## config.mk

```make
export PLATFORM = sky130hd
export DESIGN_NAME = seq_div_unit
export DESIGN_NICKNAME = d
export VERILOG_FILES = /design/src/rtl/seq_div_unit.sv
export SDC_FILE = /design/constraint.sdc
export NUM_CORES = 1
export LEC_CHECK = 0
export BUFFER_PORTS_ARGS = -buffer_cell sky130_fd_sc_hd__buf_4
export CORE_AREA = 10 10 83 85
export DETAILED_ROUTE_END_ITERATION = 6
export DIE_AREA = 0 0 93 95
export PLACE_DENSITY_LB_ADDON = 0.12
export SETUP_SLACK_MARGIN = 0.5
export SYNTH_ARGS = -nofsm -noshare
export SYNTH_HDL_FRONTEND = slang
export SYNTH_SLANG_ARGS = --single-unit
```

## constraint.sdc

```tcl
create_clock -name clk -period 3.6 [get_ports clk]
set_input_delay 0.72 -clock clk [delete_from_list [all_inputs] [get_ports clk]]
set_output_delay 0.72 -clock clk [all_outputs]
set_load 0.02 [all_outputs]
```

## src/rtl/seq_div_unit.sv

```systemverilog
// Multi-cycle unsigned restoring divider with valid/ready handshakes on both sides.
// Resolves one quotient bit per clock, MSB first; a zero divisor short-circuits to a flagged result.
module seq_div_unit #(
  parameter int unsigned DIVIDEND_W = 5,
  parameter int unsigned DIVISOR_W  = 3,
  parameter int unsigned FIT_W      = 2
) (
  input  logic                  clk,
  input  logic                  rst_n,
  input  logic                  in_valid,
  output logic                  in_ready,
  input  logic [DIVIDEND_W-1:0] dividend,
  input  logic [DIVISOR_W-1:0]  divisor,
  output logic                  out_valid,
  input  logic                  out_ready,
  output logic [DIVIDEND_W-1:0] quotient,
  output logic [DIVISOR_W-1:0]  remainder,
  output logic                  quot_fits,
  output logic                  div_by_zero
);

  localparam int unsigned PW    = DIVISOR_W + 1;
  localparam int unsigned CNT_W = (DIVIDEND_W > 1) ? $clog2(DIVIDEND_W) : 1;

  typedef enum logic [1:0] {IDLE, CALC, DONE} state_e;

  state_e                state_q, state_d;
  logic [CNT_W-1:0]      cnt_q, cnt_d;
  logic [DIVIDEND_W-1:0] dvd_q, dvd_d;
  logic [DIVISOR_W-1:0]  dvs_q, dvs_d;
  logic [PW-1:0]         prem_q, prem_d;
  logic [DIVIDEND_W-1:0] wq_q, wq_d;
  logic [DIVIDEND_W-1:0] quo_q, quo_d;
  logic [DIVISOR_W-1:0]  rem_q, rem_d;
  logic                  fits_q, fits_d;
  logic                  dbz_q, dbz_d;

  logic                  accept, last, ge;
  logic [PW-1:0]         rem_shift, rem_next;
  logic [DIVIDEND_W-1:0] quo_next;

  assign accept = in_valid && in_ready;
  assign last   = (cnt_q == CNT_W'(DIVIDEND_W - 1));

  // One restoring step: bring in the next dividend bit, subtract if the divisor fits.
  assign rem_shift = (prem_q << 1) | PW'(dvd_q[DIVIDEND_W-1]);
  assign ge        = (rem_shift >= {1'b0, dvs_q});
  assign rem_next  = ge ? (rem_shift - {1'b0, dvs_q}) : rem_shift;
  assign quo_next  = (wq_q << 1) | DIVIDEND_W'(ge);

  always_ff @(posedge clk or negedge rst_n) begin
    if (!rst_n) state_q <= IDLE;
    else        state_q <= state_d;
  end

  always_comb begin
    state_d = state_q;
    unique case (state_q)
      IDLE: if (accept) state_d = (divisor == '0) ? DONE : CALC;
      CALC: if (last) state_d = DONE;
      DONE: if (out_ready) state_d = IDLE;
      default: state_d = IDLE;
    endcase
  end

  always_comb begin
    in_ready  = (state_q == IDLE);
    out_valid = (state_q == DONE);
  end

  always_comb begin
    cnt_d  = cnt_q;
    dvd_d  = dvd_q;
    dvs_d  = dvs_q;
    prem_d = prem_q;
    wq_d   = wq_q;
    quo_d  = quo_q;
    rem_d  = rem_q;
    fits_d = fits_q;
    dbz_d  = dbz_q;
    if (state_q == IDLE && accept) begin
      dvd_d  = dividend;
      dvs_d  = divisor;
      cnt_d  = '0;
      prem_d = '0;
      wq_d   = '0;
      if (divisor == '0) begin
        quo_d  = '1;
        rem_d  = '0;
        fits_d = 1'b0;
        dbz_d  = 1'b1;
      end
    end else if (state_q == CALC) begin
      dvd_d  = dvd_q << 1;
      prem_d = rem_next;
      wq_d   = quo_next;
      cnt_d  = cnt_q + CNT_W'(1);
      if (last) begin
        quo_d  = quo_next;
        rem_d  = DIVISOR_W'(rem_next);
        fits_d = ((quo_next >> FIT_W) == '0);
        dbz_d  = 1'b0;
      end
    end
  end

  always_ff @(posedge clk or negedge rst_n) begin
    if (!rst_n) begin
      cnt_q  <= '0;
      dvd_q  <= '0;
      dvs_q  <= '0;
      prem_q <= '0;
      wq_q   <= '0;
      quo_q  <= '0;
      rem_q  <= '0;
      fits_q <= 1'b0;
      dbz_q  <= 1'b0;
    end else begin
      cnt_q  <= cnt_d;
      dvd_q  <= dvd_d;
      dvs_q  <= dvs_d;
      prem_q <= prem_d;
      wq_q   <= wq_d;
      quo_q  <= quo_d;
      rem_q  <= rem_d;
      fits_q <= fits_d;
      dbz_q  <= dbz_d;
    end
  end

  assign quotient    = quo_q;
  assign remainder   = rem_q;
  assign quot_fits   = fits_q;
  assign div_by_zero = dbz_q;

endmodule

```

Word-level counts from Yosys, hierarchy flattened:

Cells that the tools add are included.

* add/subtract/negate cells: 2
* multipliers: 0
* divide/modulo/power cells: 0
* magnitude comparators: 1
* equal/unequal tests: 7
* shift operators: 0
* muxes and demuxes: 30
* bitwise gates (word level): 2
* reduce and logical (&&, ||, !) cells: 9

Operators by type and width (number)
* two-way mux 5 bit: 6
* two-way mux 3 bit: 9
* two-way mux 1 bit: 8
* two-way mux 2 bit: 4
* two-way mux 4 bit: 2
* case mux 2 bit (3 select lines): 1
* AND reduction 3 bit: 2
* logical NOT 5 bit: 1
* bitwise OR 5 x 1 -> 5 bit: 1
* >= comparator 4 x 3 -> 1 bit: 1
* inequality test 2 x 1 -> 1 bit, second input constant: 2
* inequality test 2 bit, second input constant: 2
* bitwise OR 4 x 1 -> 4 bit: 1
* nonzero test 2 bit: 2
* adder 3 x 1 -> 3 bit, second input constant: 1
* == test 3 bit, second input constant: 1
* logical NOT 3 bit: 1
* subtractor 3 bit: 1
* == test 2 x 1 -> 1 bit, second input constant: 1
* == test 2 bit, second input constant: 1
* logical AND 1 bit: 2
* logical NOT 2 bit: 1

* register bits: 30
* bits in latches: 0
* memory bits (writable): 0
* ROM bits: 0
* output and inout bits: 12
* memories: 0

Longest topological paths before layout:

* depth after elaboration: 7
* depth in mapped cells: 7
* depth with buffers taken out: 7

Worst setup path before layout:

No wires, ideal clock.

* kind: flip-flop to flip-flop
* start point: reg dvd_q[4]
* end point: reg rem_q[1], in the netlist remainder[1]
* arrival: 1692 ps
* required time: 3523 ps
* slack: 1831 ps
* cell stages (with the launch flop): 8
* path buffers: 0
* period minus slack after synthesis: 1769 ps
* cell sequence: dfrtp_1 -> inv_1 -> ha_1 -> fa_1 -> nand2b_1 -> and3_4 -> mux2_4 -> o21ai_1

* longest elaborated chain between the ends: 6
* elaborated cells on any way between the ends: 7

Ends and longest elaborated chain
* from (decl): RTL line 29 `logic [DIVIDEND_W-1:0] dvd_q, dvd_d;`
* from (signal assigned): RTL line 120 `dvd_q <= dvd_d;`
* bitwise OR 4 x 1 -> 4 bit (*): RTL line 46 `assign rem_shift = (prem_q << 1) | PW'(dvd_q[DIVIDEND_W-1]);`
* >= comparator 4 x 3 -> 1 bit / subtractor 3 bit (equally long branches): RTL line 47, 48
* two-way mux 3 bit (*): RTL line 48 `assign rem_next = ge ? (rem_shift - {1'b0, dvs_q}) : rem_shift;`
* two-way mux 3 bit (*): RTL line 98 `if (last) begin`
* two-way mux 3 bit (*): RTL line 93 `end else if (state_q == CALC) begin`
* two-way mux 3 bit (*): RTL line 81 `if (state_q == IDLE && accept) begin`
* to (signal assigned): RTL line 125 `rem_q <= rem_d;`
* to (decl): RTL line 34 `logic [DIVISOR_W-1:0] rem_q, rem_d;`

Mark *: on every way between the ends. The rest lies on a longest branch, timed or not. The select of a mux whose other input is x is not followed.
A chain may end at the register's enable or synchronous reset.

Worst setup path after layout:

* start point: reg state_q[0]
* end point: out out_valid

* longest elaborated chain between the ends: 1

Ends and longest elaborated chain
* from (decl): RTL line 27 `state_e state_q, state_d;`
* from (signal assigned): RTL line 53 `else state_q <= state_d;`
* == test 2 bit: RTL line 68 `out_valid = (state_q == DONE);`
* to (decl): RTL line 14 `output logic out_valid,`

Every way passes these cells.

==> impl_metrics.ini <==
[placement]
hpwl_um = 2440
post-place-ws_ps = 1440
globalplace.congestion = 0.724
io_buffer_count = 23
placed_cells = 234

[run]
maxCapViolCount = 0

[timing]
period_needed_ps = 1990
relSlewSlack_pct = 47.6
finalMaxSlewViolations = 0
setup_viol = 0
final-hold-violation-count = 0
fin_crit_sh_pct = 55.3
rsz0062_at_grt = false
worst_slew_pin_slew_ps = 782
finalClockSkew_ps = 3.36
fin_ws_ps = 1610
tns_ps = 0
fmax_mhz = 502

[synthesis]
synth-main-ff-cell = dfrtp_1
synth_top_area_share_pct = 52.6
ys_seq_elements = 30
synth_seq_area_share_pct = 52.6
yosysWarnings = 0
yosysMostFrequentCell = dfrtp_1
ys_top_cells_by_count = dfrtp_1, nand2_1, o21ai_0, inv_1, nor2_1
synthArstFlopShare_pct = 100
mappedNetlistArea_mm2 = 0.00143
syn_inst = 143
synth_top_cell_by_area = dfrtp_1
synth_area_leaders = dfrtp_1, nand2_1, o21ai_0, ha_1, a22o_1
avgSynthCellArea_um2 = 9.97
syn_nets = 161
synthDistinctLibCells = 30
synth_edf_count = 0

[die]
rows = 27
dieHeight_um = 95
die_w_um = 93
io-pin-count = 24
start_util_pct = 26.7
die_area_mm2 = 0.00884
core_area_mm2 = 0.00534

[worst_setup_path]
crit_type = flip-flop to primary output
cp.arrival_ps = 1270
crit_path_end_kind = primary output
path_cells = nand2b_1 -> inv_1 -> buf_4
cp.required_ps = 2880
critPathSlowestCell = dfrtp_1
cpPeakStageDelay_ps = 620
cp-start-kind = flip-flop
critPathMaxFanout = 14

[hold_path]
holdCritPathClass = primary input to async pin

[power_and_ir_drop]
cellLeakagePower_nw = 0.845
total_power_w = 0.00165
vdd_drop_max_uv = 337
power_density_mw_per_mm2 = 937

[drt]
vias = 1067
wl_per_cell_um = 13.4
wirelength_um = 3230
routed_via_density = 4.41
drcViolationCount = 0
final_antenna_net_count = 0
drt_iter0_drc = 31
firstDrtPassIters = 4

[clock_network]
cts.clk_slew.worst_paths_ps = 60
post_cts_buffers = 0
cts_tree = yes
ctsHtreeMaxLevel = 2
clk-insertion-delay-late_ps = 280
cts_sinks = 30
cts_made_buffers = 5
cts_resized = 0
cts_hold_buf = 0
cts-root-buf = clkbuf_8
clockBufferDepth = 2

[cells_and_area]
syn2layout_area_growth_pct = 23.5
final_cells = 242
drive_gt1_share_pct = 22.9
fillers = 582
antenna_cells = 0
layout.nets = 187

[global_route]
grt_pass1_vias = 1132
grt_max_degree = 31
overflow = 0
antenna_found_initial = 0
grt_pass1_wl_um = 5490
grt.total_usage_pct = 8.00

[outcome]
outcome = complete, no violations
report_power, final:
| part | total (W) | switching [W] | internal, W |
|---|---|---|---|
| Sequential | 0.000613 | 0.000125 | 0.000488 |
| Clock | 0.000274 | 0.000120 | 0.000154 |
| Combinational | 0.000764 | 0.000418 | 0.000346 |
| Total | 0.00165 | 0.000664 | 0.000987 |
cells in the final DEF (no fill, tap or decap), drive strengths merged:
cell type | synthesis | routed
or4 | 1 | 1
a21oi | 6 | 6
a22oi | 4 | 4
nand3 | 4 | 4
fa | 1 | 1
clkbuf | 1 | 7
dfrtp | 30 | 30
inv | 10 | 10
ha | 5 | 5
o21bai | 1 | 1
a21boi | 1 | 1
o21ai | 20 | 20
nand4b | 1 | 1
nand2 | 28 | 28
mux2 | 3 | 3
o221ai | 1 | 1
and2b | 1 | 1
a22o | 5 | 5
clkinv | 0 | 1
mux2i | 1 | 1
nor3 | 2 | 2
nand2b | 3 | 3
nor3b | 1 | 1
nor2 | 8 | 8
buf | 4 | 24
and3 | 1 | 1
critical path: cells and delay by family (launching register included):
| kind | cells | cell delay, ps |
|---|---|---|
| flops | 1 | 620 |
| simple gates | 1 | 180 |
| buf+inv | 2 | 200 |
stage by stage:
step	instance area [um2]	util [%]	hold slack, ps
after global routing	1760	33.0	391
after CTS	1760	33.0	373
after floorplan	1430	-	424
after global placement	1670	31.3	467
after detailed placement	1670	31.3	468
final	1760	33.0	364
logic make-up after synthesis:
family          share of synthesized area [%]
mux                                      3.60
flops                                    52.6
buf+inv                                  4.47
fa+ha+maj                                5.79
compound gates                           16.8
simple gates                             16.8
cell type report:
type                       instances  area [um2]  area share [%]
sequential                        30         751            42.6
tap                               72        90.1            5.11
clock inverter                     1        5.00           0.284
multi-input combinational         98         612            34.7
timing repair buffer              24         180            10.2
inverter                          10        37.5            2.13
clock buffer                       7        86.3            4.90
metal layers:
metal | vias to the layer above | global-route usage (%) | wire length (um)
met2 | 23 | 12.6 | 1520
met3 | 7 | 3.73 | 238
li1 | 542 | - | -
met5 | - | 0 | 0
met1 | 495 | 9.04 | 1410
met4 | 0 | 3.86 | 65
sequential cells by signal, summed over array words and instances (netlist names), 2 cells and up:
| name | count |
|---|---|
| remainder | 3 |
| dvd_q | 5 |
| cnt_q | 3 |
| prem_q | 3 |
| state_q | 2 |
| quotient | 5 |
| wq_q | 4 |
| dvs_q | 3 |
final timing paths:
kind / start / to / slack (ps) / depth (start not counted)
worst min-delay path: rst_n / dvd_q[0] / 360 / 1
worst max-delay path: state_q[0] / out_valid / 1610 / 3
min in group clk: div_by_zero / div_by_zero / 480 / 2
worst max register to register: dvd_q[4] / remainder[1] / 1660 / 7
worst min register to register: div_by_zero / div_by_zero / 480 / 2
max in group asynchronous: rst_n / prem_q[1] / 2950 / 1
(Power assumes the default switching activity.)
